===== src/rtl/dac_multi_serializer.sv =====
// rtl/dac_multi_serializer.sv - N-channel parallel SPI serializer for 16-bit offset-binary DACs
//
// Purpose: holds the latest two's-complement sample per channel, converts it to
// offset binary (MSB inverted) and shifts all enabled channels out in parallel on
// a shared SCK with per-channel CS_N/SDO, then pulses LDAC_N and counts frames.
//
// Ports:
//   clk_50       in   system clock (single clock domain)
//   reset        in   synchronous active-high reset
//   ch_data      in   N_CH*DW signed samples, channel i at [i*DW +: DW]
//   ch_valid     in   per-channel strobe that updates the hold register
//   ch_enable    in   per-channel enable, captured in LOAD
//   start        in   level start; frames run back-to-back while high
//   sclk         out  shared serial clock, idle low
//   cs_n         out  per-channel chip select, active low
//   sdo          out  per-channel serial data, MSB first
//   ldac_n       out  shared load-DAC strobe, active low
//   busy         out  high in every state except IDLE
//   frame_done   out  one-cycle pulse on the final LDAC cycle
//   frame_count  out  completed frame count, wraps
module dac_multi_serializer #(
  parameter int N_CH     = 4,
  parameter int DW       = 16,
  parameter int SCK_DIV  = 2,
  parameter int LDAC_LEN = 2
) (
  input  logic               clk_50,
  input  logic               reset,
  input  logic [N_CH*DW-1:0] ch_data,
  input  logic [N_CH-1:0]    ch_valid,
  input  logic [N_CH-1:0]    ch_enable,
  input  logic               start,
  output logic               sclk,
  output logic [N_CH-1:0]    cs_n,
  output logic [N_CH-1:0]    sdo,
  output logic               ldac_n,
  output logic               busy,
  output logic               frame_done,
  output logic [15:0]        frame_count
);

  localparam int PW = (SCK_DIV > 1) ? $clog2(SCK_DIV) : 1;
  localparam int BW = (DW > 1) ? $clog2(DW) : 1;
  localparam int LW = (LDAC_LEN > 1) ? $clog2(LDAC_LEN) : 1;

  localparam logic [PW-1:0] PH_LAST  = PW'(SCK_DIV - 1);
  localparam logic [BW-1:0] BIT_LAST = BW'(DW - 1);
  localparam logic [LW-1:0] LD_LAST  = LW'(LDAC_LEN - 1);

  typedef enum logic [2:0] {
    S_IDLE,
    S_LOAD,
    S_SHIFT,
    S_GAP,
    S_LDAC
  } state_t;

  state_t state_q, state_d;

  logic [PW-1:0] ph_q, ph_d;        // cycle within the current SCK half-period
  logic          half_q, half_d;    // 0 = low phase, 1 = high phase
  logic [BW-1:0] bit_q, bit_d;      // bit index within the word
  logic [LW-1:0] lcnt_q, lcnt_d;    // cycle within the LDAC pulse

  logic [N_CH-1:0][DW-1:0] hold_q, hold_d;
  logic [N_CH-1:0][DW-1:0] shadow_q, shadow_d;
  logic [N_CH-1:0]         en_q, en_d;
  logic [DW-1:0]           v_c;

  logic            sclk_q, sclk_d;
  logic [N_CH-1:0] cs_n_q, cs_n_d;
  logic [N_CH-1:0] sdo_q, sdo_d;
  logic            ldac_n_q, ldac_n_d;
  logic            busy_q, busy_d;
  logic            frame_done_q, frame_done_d;
  logic [15:0]     frame_count_q, frame_count_d;

  // Hold registers follow ch_valid in every state, frame or not.
  always_comb begin
    hold_d = hold_q;
    for (int i = 0; i < N_CH; i++) begin
      if (ch_valid[i]) hold_d[i] = ch_data[i*DW +: DW];
    end
  end

  // Next-state logic and datapath.
  always_comb begin
    state_d  = state_q;
    ph_d     = ph_q;
    half_d   = half_q;
    bit_d    = bit_q;
    lcnt_d   = lcnt_q;
    shadow_d = shadow_q;
    en_d     = en_q;
    v_c      = '0;

    case (state_q)
      S_IDLE: begin
        if (start) state_d = S_LOAD;
      end

      S_LOAD: begin
        // A sample strobed in this very cycle takes precedence over the hold value.
        for (int i = 0; i < N_CH; i++) begin
          v_c         = ch_valid[i] ? ch_data[i*DW +: DW] : hold_q[i];
          shadow_d[i] = {~v_c[DW-1], v_c[DW-2:0]};
        end
        en_d    = ch_enable;
        ph_d    = '0;
        half_d  = 1'b0;
        bit_d   = '0;
        state_d = S_SHIFT;
      end

      S_SHIFT: begin
        if (ph_q == PH_LAST) begin
          ph_d = '0;
          if (!half_q) begin
            half_d = 1'b1;
          end else begin
            half_d = 1'b0;
            if (bit_q == BIT_LAST) begin
              state_d = S_GAP;
            end else begin
              // Advance to the next bit at the start of the low phase so SDO is
              // stable for a full half-period before the rising edge.
              bit_d = bit_q + 1'b1;
              for (int i = 0; i < N_CH; i++) begin
                shadow_d[i] = {shadow_q[i][DW-2:0], 1'b0};
              end
            end
          end
        end else begin
          ph_d = ph_q + 1'b1;
        end
      end

      S_GAP: begin
        lcnt_d  = '0;
        state_d = S_LDAC;
      end

      S_LDAC: begin
        if (lcnt_q == LD_LAST) state_d = S_IDLE;
        else                   lcnt_d  = lcnt_q + 1'b1;
      end

      default: state_d = S_IDLE;
    endcase
  end

  // Outputs are derived from next-state values and registered, so the first
  // SHIFT cycle already presents the MSB and no input reaches an output
  // combinationally.
  always_comb begin
    sclk_d       = (state_d == S_SHIFT) && half_d;
    cs_n_d       = (state_d == S_SHIFT) ? ~en_d : '1;
    sdo_d        = '0;
    for (int i = 0; i < N_CH; i++) begin
      sdo_d[i] = (state_d == S_SHIFT) && en_d[i] && shadow_d[i][DW-1];
    end
    ldac_n_d      = (state_d != S_LDAC);
    busy_d        = (state_d != S_IDLE);
    frame_done_d  = (state_d == S_LDAC) && (lcnt_d == LD_LAST);
    frame_count_d = frame_count_q + 16'(frame_done_d);
  end

  always_ff @(posedge clk_50) begin
    if (reset) begin
      state_q       <= S_IDLE;
      ph_q          <= '0;
      half_q        <= 1'b0;
      bit_q         <= '0;
      lcnt_q        <= '0;
      hold_q        <= '0;
      shadow_q      <= '0;
      en_q          <= '0;
      sclk_q        <= 1'b0;
      cs_n_q        <= '1;
      sdo_q         <= '0;
      ldac_n_q      <= 1'b1;
      busy_q        <= 1'b0;
      frame_done_q  <= 1'b0;
      frame_count_q <= '0;
    end else begin
      state_q       <= state_d;
      ph_q          <= ph_d;
      half_q        <= half_d;
      bit_q         <= bit_d;
      lcnt_q        <= lcnt_d;
      hold_q        <= hold_d;
      shadow_q      <= shadow_d;
      en_q          <= en_d;
      sclk_q        <= sclk_d;
      cs_n_q        <= cs_n_d;
      sdo_q         <= sdo_d;
      ldac_n_q      <= ldac_n_d;
      busy_q        <= busy_d;
      frame_done_q  <= frame_done_d;
      frame_count_q <= frame_count_d;
    end
  end

  assign sclk        = sclk_q;
  assign cs_n        = cs_n_q;
  assign sdo         = sdo_q;
  assign ldac_n      = ldac_n_q;
  assign busy        = busy_q;
  assign frame_done  = frame_done_q;
  assign frame_count = frame_count_q;

endmodule

===== config.mk =====
export PLATFORM = sky130hd
export DESIGN_NAME = dac_multi_serializer
export DESIGN_NICKNAME = d
export VERILOG_FILES = /design/src/rtl/dac_multi_serializer.sv
export SDC_FILE = /design/constraint.sdc
export NUM_CORES = 1
export LEC_CHECK = 0
export CORE_UTILIZATION = 30
export DETAILED_ROUTE_END_ITERATION = 10
export PLACE_DENSITY = 0.56
export SETUP_SLACK_MARGIN = 0.02
export SLEW_MARGIN = 5
export SYNTH_ARGS = -nofsm -noshare
export SYNTH_HDL_FRONTEND = slang
export SYNTH_SLANG_ARGS = --single-unit

===== constraint.sdc =====
create_clock -name clk_50 -period 5.2 [get_ports clk_50]
set_input_delay 1.56 -clock clk_50 [delete_from_list [all_inputs] [get_ports clk_50]]
set_output_delay 1.56 -clock clk_50 [all_outputs]
set_load 0.01 [all_outputs]

Word-level counts from Yosys, hierarchy flattened

Index checks and enable logic that the tools add are counted.

Logic and storage cells: 87
Output and inout port bits: 28
Memories: 0
ROM bits: 0
Bits in latches: 0
Bits in writable memories: 0
Register bits: 170
Input bits: 75

$mul: 0
Add/sub/neg operators: 4
Multiplexer cells: 26
Divide/modulo/power cells: 0
Shift operators: 0
Bitwise logic cells: 6
Magnitude comparators: 0
Reductions and logical operators: 15
Equal/unequal tests: 11

Operators with widths:

| kind                                                 | number |
|---|---|
| two-way mux 64 bit                                   | 3 |
| case mux 64 bit (2 select lines)                     | 1 |
| two-way mux 16 bit                                   | 4 |
| adder 16 x 1 -> 16 bit                               | 1 |
| two-way mux 4 bit                                    | 4 |
| two-way mux 3 bit                                    | 5 |
| case mux 3 bit (5 select lines)                      | 1 |
| logical AND 1 bit                                    | 10 |
| equality test 3 x 2 -> 1 bit (second input constant) | 3 |
| case mux 4 bit (2 select lines)                      | 1 |
| equality test 3 bit (second input constant)          | 2 |
| != test 2 bit (second input constant)                | 3 |
| case mux 1 bit (2 select lines)                      | 3 |
| NOT 1 bit                                            | 5 |
| adder 4 x 1 -> 4 bit (second input constant)         | 1 |
| equality test 4 bit (second input constant)          | 1 |
| two-way mux 1 bit                                    | 4 |
| NOT 4 bit                                            | 1 |
| AND reduction 4 bit                                  | 1 |
| equality test 3 x 1 -> 1 bit (second input constant) | 1 |
| zero test 3 bit                                      | 1 |
| != test 3 bit (second input constant)                | 1 |
| nonzero test 3 bit                                   | 1 |
| adder 1 bit (second input constant)                  | 2 |
| other kinds (2)                                      | 2 |

Depth between registers and ports, before layout

Gate-level depths: netlist (run 1).

Depth in word-level cells: 8
Gate-level depth with buffers: 10
Gate-level depth less buffers: 9

Worst setup path before layout (run 1)

OpenSTA, ideal clock, no wires.

Kind: input -> register
Start: input ch_valid[1]
End: register shadow_q[17] (netlist bit)
Slack: 2309 ps
Arrival: 2743 ps
Buffers on the path: 2
Data required time: 5052 ps
Setup time: 148 ps
Stages: 4
Cells stage by stage: clkbuf_1 > clkbuf_1 > mux2i_1 > a221oi_2

Cells in the longest elaborated chain, start to end: 2

RTL lines:

| what                             | line | RTL |
|---|---|---|
| start, declared                  | 30   | `input logic [N_CH-1:0] ch_valid,` |
| two-way mux 16 bit               | n/a  |  |
| case mux 64 bit (2 select lines) | 97   | `case (state_q)` |
| end signal, assigned             | 192  | `shadow_q <= shadow_d;` |
| end, declared                    | 66   | `logic [N_CH-1:0][DW-1:0] shadow_q, shadow_d;` |

Every way passes these cells.
A chain may end at the register's enable or synchronous reset.

Final worst setup path (run 1)

Start: register frame_count_q[3], in the netlist frame_count[3]
End: output frame_count[3]

RTL lines:

| what                   | line | RTL |
|---|---|---|
| start, declared        | 76   | `logic [15:0] frame_count_q, frame_count_d;` |
| start signal, assigned | 200  | `frame_count_q <= frame_count_d;` |
| end, declared          | 39   | `output logic [15:0] frame_count` |

No word-level cell between the ends.

==> results of run 1 <==
[cells in the mapped netlist (all sizes together)]
library cell / instances
and3: 4
dfxtp: 170
nor2b: 5
nor4: 6
nand4bb: 1
mux2i: 66
a21oi: 12
ha: 3
nand3: 11
o211ai: 5
nor3b: 3
nand2: 21
nand2b: 61
nor3: 10
mux2: 7
xor2: 2
clkbuf: 31
nand4: 4
a21o: 7
o21ai: 8
inv: 6
o21ba: 1
buf: 20
xnor2: 9
or3b: 1
and2: 1
nand3b: 1
a211oi: 2
nor2: 138
o31ai: 2
o31a: 1
a21boi: 1
a221oi: 56
or3: 5
[stage by stage]
step           area [µm²]  total power (µW)  setup WS [ns]  std cells
5_1_grt              8650              3160           2.15       1055
6_report             8650              3020           2.21       1056
3_5_place_dp         8040              1740           1.93       1023
2_1_floorplan        6810              1630           2.31        681
3_3_place_gp         8040              1740           1.95       1023
4_1_cts              8650              3080           2.18       1055
[placed cells by master (no fill, tap or decap), drive strengths merged, types with 2 or more instances in the layout]
cell type / synthesis / layout
dfxtp: 170 / 170
nor2: 138 / 138
clkdlybuf4s50: 0 / 101
mux2i: 66 / 66
nand2b: 61 / 61
a221oi: 56 / 56
nand2: 21 / 21
clkbuf: 31 / 20
a21oi: 12 / 12
buf: 20 / 12
nand3: 11 / 11
nor3: 10 / 10
xnor2: 9 / 9
o21ai: 8 / 8
a21o: 7 / 7
mux2: 7 / 7
inv: 6 / 6
nor4: 6 / 6
o211ai: 5 / 5
nor2b: 5 / 5
or3: 5 / 5
and3: 4 / 4
nand4: 4 / 4
bufinv: 0 / 4
clkinvlp: 0 / 4
clkinv: 0 / 4
ha: 3 / 3
nor3b: 3 / 3
a211oi: 2 / 2
o31ai: 2 / 2
xor2: 2 / 2
[kinds of logic (layout without fill, tap and decap cells)]
logic type               after synthesis  count (layout)  synth area share
AO/OA/AOI/OAI                         95              95             0.145
XOR/XNOR                              11              11            0.0141
adder cells (fa/ha/maj)                3               3           0.00551
buffers and inverters                 57             151            0.0378
flip-flops                           170             170             0.499
multiplexers                          73              73             0.109
other                                  0               1                 0
AND/OR/NAND/NOR                      272             272             0.190
[layout make-up]
| cell class | count | area (µm²) | area share |
|---|---|---|---|
| sequential | 170 | 3400 | 0.393 |
| multi-input combinational | 454 | 3160 | 0.366 |
| timing repair buffer | 113 | 1100 | 0.127 |
| clock buffer | 20 | 437 | 0.0505 |
| tap | 280 | 350 | 0.0405 |
| clock inverter | 12 | 174 | 0.0201 |
| inverter | 6 | 22.5 | 0.00260 |
| antenna | 1 | 2.50 | 0.000289 |
[state kept, by name, summed over array words and instances, names as in the netlist]
name	flops
en_q	4
frame_count	16
lcnt_q	1
sclk	1
ph_q	1
bit_q	4
frame_done	1
hold_q	64
cs_n	4
busy	1
half_q	1
sdo	4
shadow_q	64
ldac_n	1
state_q	3
[power breakdown]
| group | internal (µW) | switching (µW) |
|---|---|---|
| combinational | 148 | 138 |
| sequential | 1380 | 37.0 |
| clock | 802 | 513 |
| total | 2330 | 689 |
[per-layer routing]
layer  share of wire  track usage  vias up  wire, µm
met5         0.00085            0        -        13
met4          0.0092       0.0361        2       140
met1            0.51        0.186     2334      7700
met2            0.44        0.209       92      6650
met3           0.049       0.0441       11       746
li1                -            -     2538         -
[path summary, 6_finish.rpt]
check            startpoint        endpoint  slack [ns]  cells past startpoint
min reg2reg    shadow_q[32]    shadow_q[32]        0.46                      1
max          frame_count[3]  frame_count[3]        2.21                      1
min            shadow_q[32]    shadow_q[32]        0.46                      1
max reg2reg      state_q[2]          sdo[2]        2.72                      5
==> metrics.csv, run 1 <==
metric;value;unit
status;finished, violations left;
failing checks;design-rule violations;
Syn Nets;759;
Die Span X;153;µm
largest net degree at the start of global routing;91;
vias post-DR;4977;
Pins Over Slew Limit;0;
hold slack;0.455;ns
crit path launch type;flip-flop;
CP endpoint kind;output pin;
TritonCTS sink count;170;
maximum VDD drop;0.239;mV
Syn Inst Count;681;
worst slew pin tran;0.981;ns
Wirelength per Cell;14.4;µm
Slowest Stage Delay on Critical Path;0.58;ns
power per cell area;349;nW/µm²
Critical Path AT;1.43;ns
I/O pins;103;
setup violators final;0;
GRT Total Usage;0.137;
GPL Wtd Cong;0.792;
Fmax;334;MHz
Total Wirelength;15200;µm
num rows;54;
crit path buf inv count;1;
Final ANT Viol Nets;0;
period utilization;0.575;
hold crit path type;reg2reg;
area leader, netlist;dfxtp_1;
area of the mapped netlist;6810;µm²
full die area;23300;µm²
syn avg cell area;10.0;µm²
RSZ-0062 raised after global routing;no;
slew margin rel.;0.346;
hold buffer count at cts;0;
clock buffer count from CTS;17;
TritonCTS clock tree;done;
flops & latches, synth;170;
1st-pass router iterations;7;
CP Class;reg2out;
sequential area share after synthesis;0.499;
top-area cell type share of the netlist area;0.499;
vias in the first global route;4884;
synth warn;0;
maximum clock path buffer count;2;
Synth cell types;38;
Skew-Pair Late Insertion Delay;0.43;ns
IO Port Bufs;102;
synth top area cells;dfxtp_1 50%, mux2i_1 9.7%, a221oi_2 8.8%;
GRT overflow;0;
root buffer cell;clkbuf_16;
vias per inst;4.71;
share of cells above drive strength 1;0.120;
DRC viols;18;
Area growth syn-to-layout;27.0;%
first-pass GRT wire length;25500;µm
CP required;3.64;ns
setup TNS;0;ns
final hold vios;0;
fin nets;840;
slowest library cell on the worst path;clkdlybuf4s50_1;
Final HPWL DP;9560;µm
Util after Layout;0.393;
fill count;2196;
CP Max Fanout;6;
crit path time final;2.99;ns
Lkg Pwr;0.00337;µW
Clock transition at path regs;0.06;ns
initial antenna violation count;2;
worst clock skew;0.0109;ns
PostCTS Resize Cnt;0;
area of the core;22000;µm²
max cap viols;0;
Initial DRC Count;307;
Initial Util;0.309;
CP top delay family;buffers and inverters;
Chip Height;153;µm
worst-path cell chain;clkdlybuf4s50_1;
H-tree levels;4;
Post CTS Setup Buffer Count;0;
Note: power is estimated with default switching activity, not from simulation.
==> inputs of run 2 (changes only) <==
Clock period 5.2 ns to 2.9 ns, I/O delays scaled along.
==> run 2 against run 1 <==
The flow still finishes with violations (design-rule violations). Critical endpoint is now shadow_q[52]. Count of clock-buffer cells in the layout rose by 2. Wire length fell by 0.33%. Sequential power rose by 80%. Utilization rose by 0.11 points. Clock skew rose by 0.0038 ns. Worst setup slack got worse by 1.7 ns. Non-clock buffer count rose by 2. Critical path depth rose by 3. First-iteration DRC count fell by 22%.
==> metrics.csv, run 2 (synthesis results as in run 1) <==
metric;value;unit;change
status;finished, violations left;;
failing checks;design-rule violations;;
Register-to-Register Setup Slack;0.55;ns;-2.17 ns
Total Wirelength;15200;µm;-0.33%
Final HPWL DP;9600;µm;+0.46%
final hold vios;0;;unchanged
Lkg Pwr;0.00339;µW;+0.61%
Comb power frac;0.097;;+0.002
Post CTS Setup Buffer Count;0;;unchanged
I/O pins;103;;unchanged
Util after Layout;0.394;;+0.00108
fill count;2191;;-0.23%
crit path buf inv count;0;;-1
hold endpoint;shadow_q[48];;
Area growth syn-to-layout;27.3;%;
RSZ-0062 raised after global routing;no;;
power per cell area;618;nW/µm²;+77%
IO Port Bufs;102;;unchanged
1st-pass router iterations;7;;unchanged
GRT overflow;0;;unchanged
hold buffer count at cts;0;;unchanged
hold crit path type;reg2reg;;
Wirelength per Cell;14.4;µm;-0.24%
GRT Total Usage;0.136;;-0.00151
CP Max Fanout;56;;+50
area of the core;22000;µm²;unchanged
share of cells above drive strength 1;0.120;;unchanged
multi-input logic area;3160;µm²;unchanged
Chip Height;153;µm;unchanged
CP endpoint kind;flip-flop;;
root buffer cell;clkbuf_16;;
vias in the first global route;4792;;-1.9%
Pins Over Slew Limit;0;;unchanged
clock buffer count from CTS;17;;unchanged
FF-to-FF End;shadow_q[52];;
PostCTS Resize Cnt;0;;unchanged
FF-to-FF Start;state_q[1];;
register area;3400;µm²;unchanged
commonest non-fill, non-tap cells in the layout;170 x dfxtp_1, 138 x nor2_1, 101 x clkdlybuf4s50_1;;
full die area;23300;µm²;unchanged
GPL Wtd Cong;0.752;;-5.0%
most common cell after layout, fill and taps aside;dfxtp_1;;
Die Span X;153;µm;unchanged
maximum VDD drop;0.401;mV;+68%
TritonCTS clock tree;done;;
Fmax;425;MHz;
slew margin rel.;0.354;;+0.00728
Seq pwr share;0.474;;+0.004
Clock transition at path regs;0.06;ns;about the same
initial antenna violation count;0;;-2
WHS Path Cells;1;;unchanged
CP required;3.23;ns;-0.41 ns
Skew-Pair Late Insertion Delay;0.42;ns;about the same
setup violators final;0;;unchanged
crit path time final;2.35;ns;
TritonCTS sink count;170;;unchanged
internal power;4140;µW;+77%
Clock power frac;0.428;;-0.007
ant diodes;0;;-1
R2R depth;4;;-1
largest net degree at the start of global routing;112;;+23%
Final ANT Viol Nets;0;;unchanged
vias per inst;4.71;;about the same
period utilization;0.811;;
Psw;1230;µW;+78%
setup TNS;0;ns;unchanged
CP top delay family;simple AND/OR/NAND/NOR gates;;
Critical Path AT;2.68;ns;+1.25 ns
slowest library cell on the worst path;or3_4;;
H-tree levels;4;;unchanged
Initial Util;0.309;;unchanged
first-pass GRT wire length;25300;µm;-0.84%
Slowest Stage Delay on Critical Path;0.68;ns;+0.10 ns
worst clock skew;0.0147;ns;+0.00384 ns
Initial DRC Count;240;;-22%
vias post-DR;4971;;-0.12%
maximum clock path buffer count;2;;unchanged
worst-path cell chain;nand2b_1 > o31a_1 > or3_4 > a221oi_2;;
Sw Ratio;0.229;;+0.000634
Hold Crit Start;shadow_q[48];;
crit path launch type;flip-flop;;
worst slew pin tran;0.970;ns;-0.0109 ns
CP Class;reg2reg;;
fin nets;842;;+0.24%
DRC viols;9;;-9
max cap viols;0;;unchanged
num rows;54;;unchanged
## run 2: cell types whose count changed in the layout (fill, tap and decap cells not counted), sizes merged
| cell | previous run | this run |
|---|---|---|
| clkinv | 4 | 3 |
| bufinv | 4 | 3 |
| clkinvlp | 4 | 2 |
| diode | 1 | 0 |
| buf | 12 | 14 |
| clkbuf | 20 | 22 |
## run 2: worst max path at each step
stage,startpoint,end,cells past startpoint
2_1_floorplan,ch_valid[1],shadow_q[17],4
3_5_place_dp,ch_valid[0],sdo[0],5
4_1_cts,state_q[1],shadow_q[22],4
5_1_grt,state_q[1],shadow_q[18],4
6_report,state_q[1],shadow_q[52],4
3_3_place_gp,ch_valid[0],shadow_q[0],5
## run 2: area by class of cell
type	instances	share of cell area
multi-input combinational	454	0.365
clock inverter	8	0.0138
timing repair buffer	115	0.133
clock buffer	22	0.0535
tap	280	0.0404
sequential	170	0.392
inverter	6	0.00260
## run 2: per-layer routing
layer,global-route usage,wire [µm]
met2,0.209,6640
met3,0.0418,862
met5,0,0
met1,0.183,7570
met4,0.0375,129
## run 2: worst reg2reg max path: cells and delay by family (launching register included)
family | cells | cell delay [ns]
simple gates | 2 | 0.87
compound gates | 2 | 0.81
flops | 1 | 0.60
## run 2: metrics by stage
stage                     hold WS [ns]  cell area [µm²]  std cells  setup slack [ns]  total power, µW
after floorplan                  0.427             6810        681             0.699             2920
after CTS                        0.455             8680       1055             0.559             5440
after detailed placement         0.440             8090       1025             0.473             3130
after global routing             0.464             8680       1055             0.359             5600
final                            0.452             8680       1055             0.548             5370
after global placement           0.437             8090       1025             0.471             3120
## run 2: power groups by stage
| stage | Combinational, µW | Clock (µW) | Sequential (µW) |
|---|---|---|---|
| global placement | 528 | 0 | 2590 |
| CTS | 535 | 2360 | 2540 |
| floorplan | 348 | 0 | 2570 |
| detailed placement | 534 | 0 | 2590 |
| finish | 523 | 2300 | 2550 |
| global route | 577 | 2470 | 2560 |
==> inputs of run 3 (changes only) <==
Clock period 2.9 ns to 2.4 ns, I/O delays scaled along.
==> run 3 against run 2 <==
The flow still finishes with violations (design-rule violations). Sequential share of layout area decreased by 0.48 points. Design area rose by 1.2%. Clock skew decreased by 0.0034 ns. First-iteration DRC count is 7.9% lower. Maximum frequency increased by 8.9%. Via count rose by 1.2%. Non-clock buffer count is 9 higher. Critical path depth rose by 5. Power up 21%. Worst hold slack better by 0.0016 ns. Largest power group unchanged.
==> metrics.csv, run 3 (synthesis results as in run 1) <==
metric;value;unit;change
GPL Wtd Cong;0.773;;+2.7%
Post CTS Setup Buffer Count;0;;unchanged
Lkg Pwr;0.00346;µW;+1.9%
status;finished, violations left;;
Clock transition at path regs;0.07;ns;about the same
initial antenna violation count;0;;unchanged
Pins Over Slew Limit;0;;unchanged
IO Port Bufs;102;;unchanged
period utilization;0.900;;+0.0892
DP Area;8190;µm²;+1.1%
full die area;23300;µm²;unchanged
RSZ-0062 raised after global routing;yes;;
1st-pass router iterations;10;;+3
CP endpoint kind;flip-flop;;
Clock power frac;0.427;;about the same
slew margin rel.;0.347;;-0.00687
DRC viols;9;;unchanged
vias in the first global route;4865;;+1.5%
share of cells above drive strength 1;0.135;;+0.0149
Fmax;463;MHz;+8.9%
num rows;54;;unchanged
hold buffer count at cts;0;;unchanged
max cap viols;0;;unchanged
Wirelength per Cell;14.5;µm;+0.36%
R2R depth;9;;+5
final hold vios;0;;unchanged
GRT overflow;0;;unchanged
Skew-Pair Late Insertion Delay;0.42;ns;about the same
Comb power frac;0.101;;+0.004
GRT Total Usage;0.137;;+0.00136
crit path time final;2.16;ns;-0.191 ns
worst clock skew;0.0113;ns;-0.00338 ns
ant diodes;0;;unchanged
fin nets;851;;+1.1%
Chip Height;153;µm;unchanged
fin cells;1066;;+1.0%
largest net degree at the start of global routing;97;;-13%
fin area;8780;µm²;+1.2%
maximum clock path buffer count;2;;unchanged
worst slew pin tran;0.972;ns;+0.00200 ns
Final ANT Viol Nets;0;;unchanged
CP required;2.70;ns;-0.53 ns
power per cell area;739;nW/µm²;+19%
TritonCTS clock tree;done;;
cell count after placement;1034;;+0.88%
Initial Util;0.309;;unchanged
hold crit path type;reg2reg;;
commonest non-fill, non-tap cells in the layout;170 x dfxtp_1, 138 x nor2_1, 101 x clkdlybuf4s50_1;;
Final HPWL DP;10100;µm;+4.7%
clock buffer count from CTS;17;;unchanged
vias per inst;4.72;;+0.14%
Die Span X;153;µm;unchanged
maximum VDD drop;0.401;mV;-0.18%
H-tree levels;4;;unchanged
first-pass GRT wire length;25400;µm;+0.71%
TritonCTS sink count;170;;unchanged
Critical Path AT;2.46;ns;-0.22 ns
vias post-DR;5030;;+1.2%
Sw Ratio;0.233;;+0.00397
internal power;4980;µW;+20%
WHS Path Cells;1;;unchanged
area of the core;22000;µm²;unchanged
Total Wirelength;15400;µm;+1.4%
Psw;1510;µW;+23%
Area growth syn-to-layout;28.9;%;
Seq pwr share;0.472;;-0.002
CP Max Fanout;8;;-86%
I/O pins;103;;unchanged
Initial DRC Count;221;;-7.9%
root buffer cell;clkbuf_16;;
setup violators final;0;;unchanged
most common cell after layout, fill and taps aside;dfxtp_1;;
CP Class;reg2reg;;
failing checks;design-rule violations;;
crit path launch type;flip-flop;;
[run 3: cell count changes in the layout (fill, tap and decap cells not counted), sizes merged]
cell / before / now
clkinvlp: 2 / 3
inv: 6 / 7
clkinv: 3 / 4
buf: 14 / 23
bufinv: 3 / 2
[run 3: final timing paths]
| check | start | to | slack [ns] |
|---|---|---|---|
| worst max-delay path | state_q[0] | frame_count[14] | 0.24 |
| worst min-delay path | shadow_q[16] | shadow_q[16] | 0.45 |
| worst max register to register | state_q[0] | frame_count[14] | 0.24 |
| worst min register to register | shadow_q[16] | shadow_q[16] | 0.45 |
[run 3: final cells by class]
class | instances | area, µm²
well taps | 280 | 350
clock inverters | 10 | 115
fillers | 2197 | 13200
multi-input cells | 454 | 3160
clock buffers | 22 | 484
inverters | 6 | 22.5
flip-flops and latches | 170 | 3400
repair buffers | 124 | 1250
[run 3: power groups by stage]
stage / Sequential [µW] / Clock (µW) / Combinational [µW]
after global placement: 3130 / 0 / 660
after floorplan: 3110 / 0 / 421
after global routing: 3080 / 3000 / 722
after detailed placement: 3130 / 0 / 666
after CTS: 3070 / 2860 / 668
final: 3070 / 2770 / 655
[run 3: critical path, stage by stage, from the launching register on]
cell and delay, ns:
dfxtp_1 0.38, nor2_1 0.21, nand3b_1 0.20, inv_1 0.10, ha_1 0.17, ha_1 0.22
nand2_1 0.18, nor4_1 0.39, xnor2_1 0.16, nor2_1 0.05
[run 3: layer usage]
layer / track usage / part of all wire / wire length, µm
met1: 0.182 / 0.49 / 7550
met2: 0.215 / 0.44 / 6850
met3: 0.0435 / 0.059 / 903
met4: 0.0361 / 0.0069 / 106
met5: 0 / 0 / 0
[run 3: stage by stage]
step | setup slack (ns) | TNS (ns) | hold WS [ns] | util | power [µW]
after floorplan | 0.349 | 0 | 0.427 | - | 3530
after global placement | 0.230 | 0 | 0.438 | 0.372 | 3790
after detailed placement | 0.205 | 0 | 0.440 | 0.372 | 3790
after CTS | 0.229 | 0 | 0.458 | 0.399 | 6600
after global routing | -0.0290 | -0.0557 | 0.473 | 0.399 | 6800
final | 0.239 | 0 | 0.454 | 0.399 | 6490
[run 3: what timing repair did]
action	4_1_cts	5_1_grt
hold endpoints to repair	0	0
gates resized for setup	0	0
setup endpoints to repair	0	2
